[config.mk]
export PLATFORM = sky130hd
export DESIGN_NAME = lpc_coef_sequencer
export DESIGN_NICKNAME = d
export VERILOG_FILES = /design/src/rtl/lpc_coef_sequencer.sv
export SDC_FILE = /design/constraint.sdc
export NUM_CORES = 1
export LEC_CHECK = 0
export BUFFER_PORTS_ARGS = -buffer_cell sky130_fd_sc_hd__buf_2
export CORE_ASPECT_RATIO = 0.75
export CORE_UTILIZATION = 40
export CTS_CLUSTER_DIAMETER = 120
export DETAILED_ROUTE_END_ITERATION = 7
export GPL_TIMING_DRIVEN = 0
export PLACE_DENSITY_LB_ADDON = 0.08
export SLEW_MARGIN = 10
export SYNTH_ARGS = -nofsm -noshare
export SYNTH_HDL_FRONTEND = slang
export SYNTH_SLANG_ARGS = --single-unit
[constraint.sdc]
create_clock -name clk -period 4.25 [get_ports clk]
set_clock_uncertainty 0.05 [all_clocks]
set_input_delay 0.2125 -clock clk [delete_from_list [all_inputs] [get_ports clk]]
set_output_delay 0.2125 -clock clk [all_outputs]
set_load 0.005 [all_outputs]
[src/rtl/lpc_coef_sequencer.sv]
// Coefficient register-file sequencer: ascending one-hot fill, one-hot replay sweep.
// Define LPC_SEQ_REVERSE_EN to replay from the top index down (time-reversed order).
`timescale 1ns/1ps
module lpc_coef_sequencer #(
    parameter int DEPTH = 9,
    parameter int WIDTH = 32
) (
    input  logic             clk,
    input  logic             reset,
    input  logic             in_valid,
    output logic             in_ready,
    input  logic [WIDTH-1:0] in_data,
    input  logic             start,
    input  logic             reload,
    output logic [DEPTH-1:0] wsel,
    output logic [WIDTH-1:0] wdata,
    output logic [DEPTH-1:0] rsel,
    input  logic [WIDTH-1:0] rdata,
    output logic             out_valid,
    input  logic             out_ready,
    output logic [WIDTH-1:0] out_data,
    output logic             out_last,
    output logic             full,
    output logic [3:0]       fill_count
);

    localparam int PW = (DEPTH > 1) ? $clog2(DEPTH) : 1;
    typedef logic [PW-1:0] ptr_t;

    localparam ptr_t     W_LAST   = ptr_t'(DEPTH - 1);
    localparam logic [3:0] FILL_MAX = 4'(DEPTH);

`ifdef LPC_SEQ_REVERSE_EN
    localparam ptr_t R_FIRST = ptr_t'(DEPTH - 1);
    localparam ptr_t R_LAST  = '0;
`else
    localparam ptr_t R_FIRST = '0;
    localparam ptr_t R_LAST  = ptr_t'(DEPTH - 1);
`endif

    typedef enum logic [1:0] {
        S_FILL  = 2'd0,
        S_FULL  = 2'd1,
        S_DRAIN = 2'd2
    } state_t;

    state_t     state_q, state_d;
    ptr_t       wptr_q, wptr_d;
    ptr_t       rptr_q, rptr_d;
    logic [3:0] fill_q, fill_d;

    always_ff @(posedge clk) begin
        if (reset) begin
            state_q <= S_FILL;
            wptr_q  <= '0;
            rptr_q  <= '0;
            fill_q  <= '0;
        end else begin
            state_q <= state_d;
            wptr_q  <= wptr_d;
            rptr_q  <= rptr_d;
            fill_q  <= fill_d;
        end
    end

    // Outputs are forced idle while reset is held, before the registers clear.
    always_comb begin
        state_d   = state_q;
        wptr_d    = wptr_q;
        rptr_d    = rptr_q;
        fill_d    = fill_q;
        in_ready  = 1'b0;
        wsel      = '0;
        wdata     = in_data;
        rsel      = '0;
        out_valid = 1'b0;
        out_data  = rdata;
        out_last  = 1'b0;
        full      = 1'b0;
        if (!reset) begin
            case (state_q)
                S_FILL: begin
                    in_ready = 1'b1;
                    if (in_valid) begin
                        wsel = DEPTH'(1) << wptr_q;
                        if (fill_q != FILL_MAX) begin
                            fill_d = fill_q + 4'd1;
                        end
                        if (wptr_q == W_LAST) begin
                            wptr_d  = '0;
                            state_d = S_FULL;
                        end else begin
                            wptr_d = wptr_q + ptr_t'(1);
                        end
                    end
                end
                S_FULL: begin
                    full = 1'b1;
                    if (start) begin
                        rptr_d  = R_FIRST;
                        state_d = S_DRAIN;
                    end else if (reload) begin
                        fill_d  = '0;
                        wptr_d  = '0;
                        state_d = S_FILL;
                    end
                end
                S_DRAIN: begin
                    rsel      = DEPTH'(1) << rptr_q;
                    out_valid = 1'b1;
                    out_last  = (rptr_q == R_LAST);
                    if (out_ready) begin
                        if (rptr_q == R_LAST) begin
                            state_d = S_FULL;
                        end else begin
`ifdef LPC_SEQ_REVERSE_EN
                            rptr_d = rptr_q - ptr_t'(1);
`else
                            rptr_d = rptr_q + ptr_t'(1);
`endif
                        end
                    end
                end
                default: state_d = S_FILL;
            endcase
        end
    end

    assign fill_count = reset ? 4'd0 : fill_q;

endmodule

==> impl_metrics.env <==
export IMPL_maxSlewHeadroom=0.687
export IMPL_slowest_stage="dfxtp_1"
export IMPL_syn_avg_cell_area_um2=8.26
export IMPL_fp_row_count=19
export IMPL_final_common_cell="buf_2"
export IMPL_finalWirelength_um=4100
export IMPL_synth_cells=200
export IMPL_antenna_left=0
export IMPL_leakage_nw=1.28
export IMPL_first_pass_iters=4
export IMPL_nFillCells=376
export IMPL_ctsHoldBuffers=0
export IMPL_peakVddDrop_uv=89.1
export IMPL_antenna_found_initial=0
export IMPL_synth_nets=284
export IMPL_path_buf_inv=3
export IMPL_cap_violations=0
export IMPL_grt_pass1_vias=1424
export IMPL_drv_slew=0
export IMPL_status="completed"
export IMPL_fin_setup_tns_ps=0
export IMPL_cts_root_buffer="clkbuf_8"
export IMPL_grt_overflow=0
export IMPL_p_seq_frac=0.389
export IMPL_nets=384
export IMPL_drive_gt1_frac=0.581
export IMPL_ys_ff_latch=14
export IMPL_synth_flop_cell="dfxtp_1"
export IMPL_die_h_um=57.7
export IMPL_critPathLaunchType="register"
export IMPL_h_tree_depth=1
export IMPL_powerDensity_nw_per_um2=161
export IMPL_drc=0
export IMPL_setup_viol=0
export IMPL_synthDistinctLibCells=41
export IMPL_hpwlAfterDp_um=3450
export IMPL_synth_area_top_cells="buf_4 (30%), dfxtp_1 (17%), ha_1 (11%), and3_1 (5.3%), nand3_1 (3.0%)"
export IMPL_multiInputGateArea_um2=792
export IMPL_power_switching_mw=0.0896
export IMPL_place_congestion=0.746
export IMPL_grtUsageTotal=0.181
export IMPL_combPwrFrac=0.312
export IMPL_path_clk_slew_ps=60
export IMPL_crit_path_frequent_cell="buf_2"
export IMPL_clkLatencyLatePin_ps=240
export IMPL_required_ps=3990
export IMPL_crit_fanout=7
export IMPL_cpLargestDelayFamily="flip-flops"
export IMPL_critPathKind="reg2out"
export IMPL_post_drt_wl_per_cell_um=11.7
export IMPL_antenna_cells=0
export IMPL_switching_share=0.249
export IMPL_fin_crit_sh=0.445
export IMPL_yosysTopAreaCell="buf_4"
export IMPL_critPathMaxStageDelay_ps=410
export IMPL_post_cts_resized=0
export IMPL_async_flop_share=0
export IMPL_r2r_start="rptr_q[0]"
export IMPL_crit_path_start="rptr_q[0]"
export IMPL_rsz0062_at_grt="false"
export IMPL_timing_fmax_mhz=529
export IMPL_start_util=0.434
export IMPL_period_needed_ps=1890
export IMPL_synth_warnings=0
export IMPL_dieArea_um2=4390
export IMPL_hold_violations=0
export IMPL_die_w_um=76.2
export IMPL_cp_end_kind="output port"
export IMPL_cp_cell_sequence="inv_1 -> ha_1 -> and3b_1 -> buf_2 -> and2_1 -> buf_2"
export IMPL_min_path_type="in2reg"
export IMPL_synth_edf_count=0
export IMPL_synth_top_area_frac=0.305
export IMPL_ios=160
export IMPL_post_cts_buffers=0
export IMPL_vias=1636
export IMPL_grt_pass1_wl_um=6470
export IMPL_area_delta_synth_final_pct=35.2
export IMPL_syn_cell_area_um2=1650
export IMPL_p_int_mw=0.270
export IMPL_grt_max_degree=11
export IMPL_ys_seq_area_frac=0.170
export IMPL_drt_iter0_drc=95
export IMPL_portBuffers=95
export IMPL_clockBufferDepth=2
export IMPL_cp_data_arrival_time_ps=1630
export IMPL_core_area_um2=3800
export IMPL_regArea_um2=280
export IMPL_min_from="out_ready"
export IMPL_tightest_slew_ps=470
export IMPL_mostFrequentLayoutCells="buf_2 (96), buf_4 (67), and3_1 (14), ha_1 (14), dfxtp_1 (14)"
export IMPL_cts_sinks=14
export IMPL_routed_via_density=4.67
export IMPL_power_mw=0.360
export IMPL_cts_buffers=3
export IMPL_p_clk_frac=0.299
export IMPL_cts_tree="built"
## worst reg2reg max path: cells and delay by family, from the launching register on
family | cells | cell delay, ps
buf+inv | 2 | 260
simple gates | 2 | 350
compound gates | 1 | 280
flops | 1 | 410
fa+ha+maj | 1 | 240
## per-layer routing
metal,track usage,up-vias,share of wire
li1,-,824,-
met1,0.243,718,0.44
met2,0.297,94,0.45
met3,0.0614,0,0.11
met4,0.0165,0,0
met5,0,-,0
## Yosys cell counts, drive strengths merged (4+ instances only)
library cell,number
a21oi,7
and2,6
and3,14
and3b,4
buf,70
dfxtp,14
ha,14
inv,11
nand2,4
nand3,10
nand3b,6
nor2,4
## state kept, by name (all words and copies together) (netlist names)
name     count
wptr_q       4
rptr_q       4
state_q      2
fill_q       4
## final cells by class
cell class	instances	share of cell area
clock buffers	3	0.0185
repair buffers	95	0.213
multi-input cells	103	0.355
well taps	52	0.0291
inverters	11	0.0185
flip-flops and latches	14	0.125
plain buffers	72	0.241
## final timing paths
check | cells after the start | slack, ps | to
hold reg to reg | 2 | 480 | wptr_q[1]
setup / recovery | 6 | 2360 | out_last
hold / removal | 2 | 190 | state_q[0]
setup reg to reg | 6 | 2550 | state_q[0]
## cells by family after synthesis
family / synth area share
simple gates: 0.266
fa+ha+maj: 0.106
compound gates: 0.0985
flops: 0.170
buf+inv: 0.351
mux: 0.00909
## stage by stage
| step | hold slack (ps) | cells | utilization | setup slack, ps | instance area (µm²) |
|---|---|---|---|---|---|
| CTS | 179 | 350 | 0.587 | 2350 | 2230 |
| global route | 199 | 350 | 0.587 | 2240 | 2230 |
| detailed placement | 436 | 347 | 0.576 | 2540 | 2190 |
| finish | 190 | 350 | 0.587 | 2360 | 2230 |
| floorplan | 281 | 200 | - | 2680 | 1650 |
| global placement | 434 | 347 | 0.576 | 2560 | 2190 |
## power by group through the flow
| stage | sequential (mW) | clock (mW) | combinational (mW) |
|---|---|---|---|
| after floorplan | 0.141 | 0 | 0.0717 |
| after global placement | 0.143 | 0 | 0.113 |
| after detailed placement | 0.143 | 0 | 0.113 |
| after CTS | 0.140 | 0.112 | 0.113 |
| after global routing | 0.141 | 0.120 | 0.123 |
| final | 0.140 | 0.107 | 0.112 |
Power figures use the tool's default switching activity.
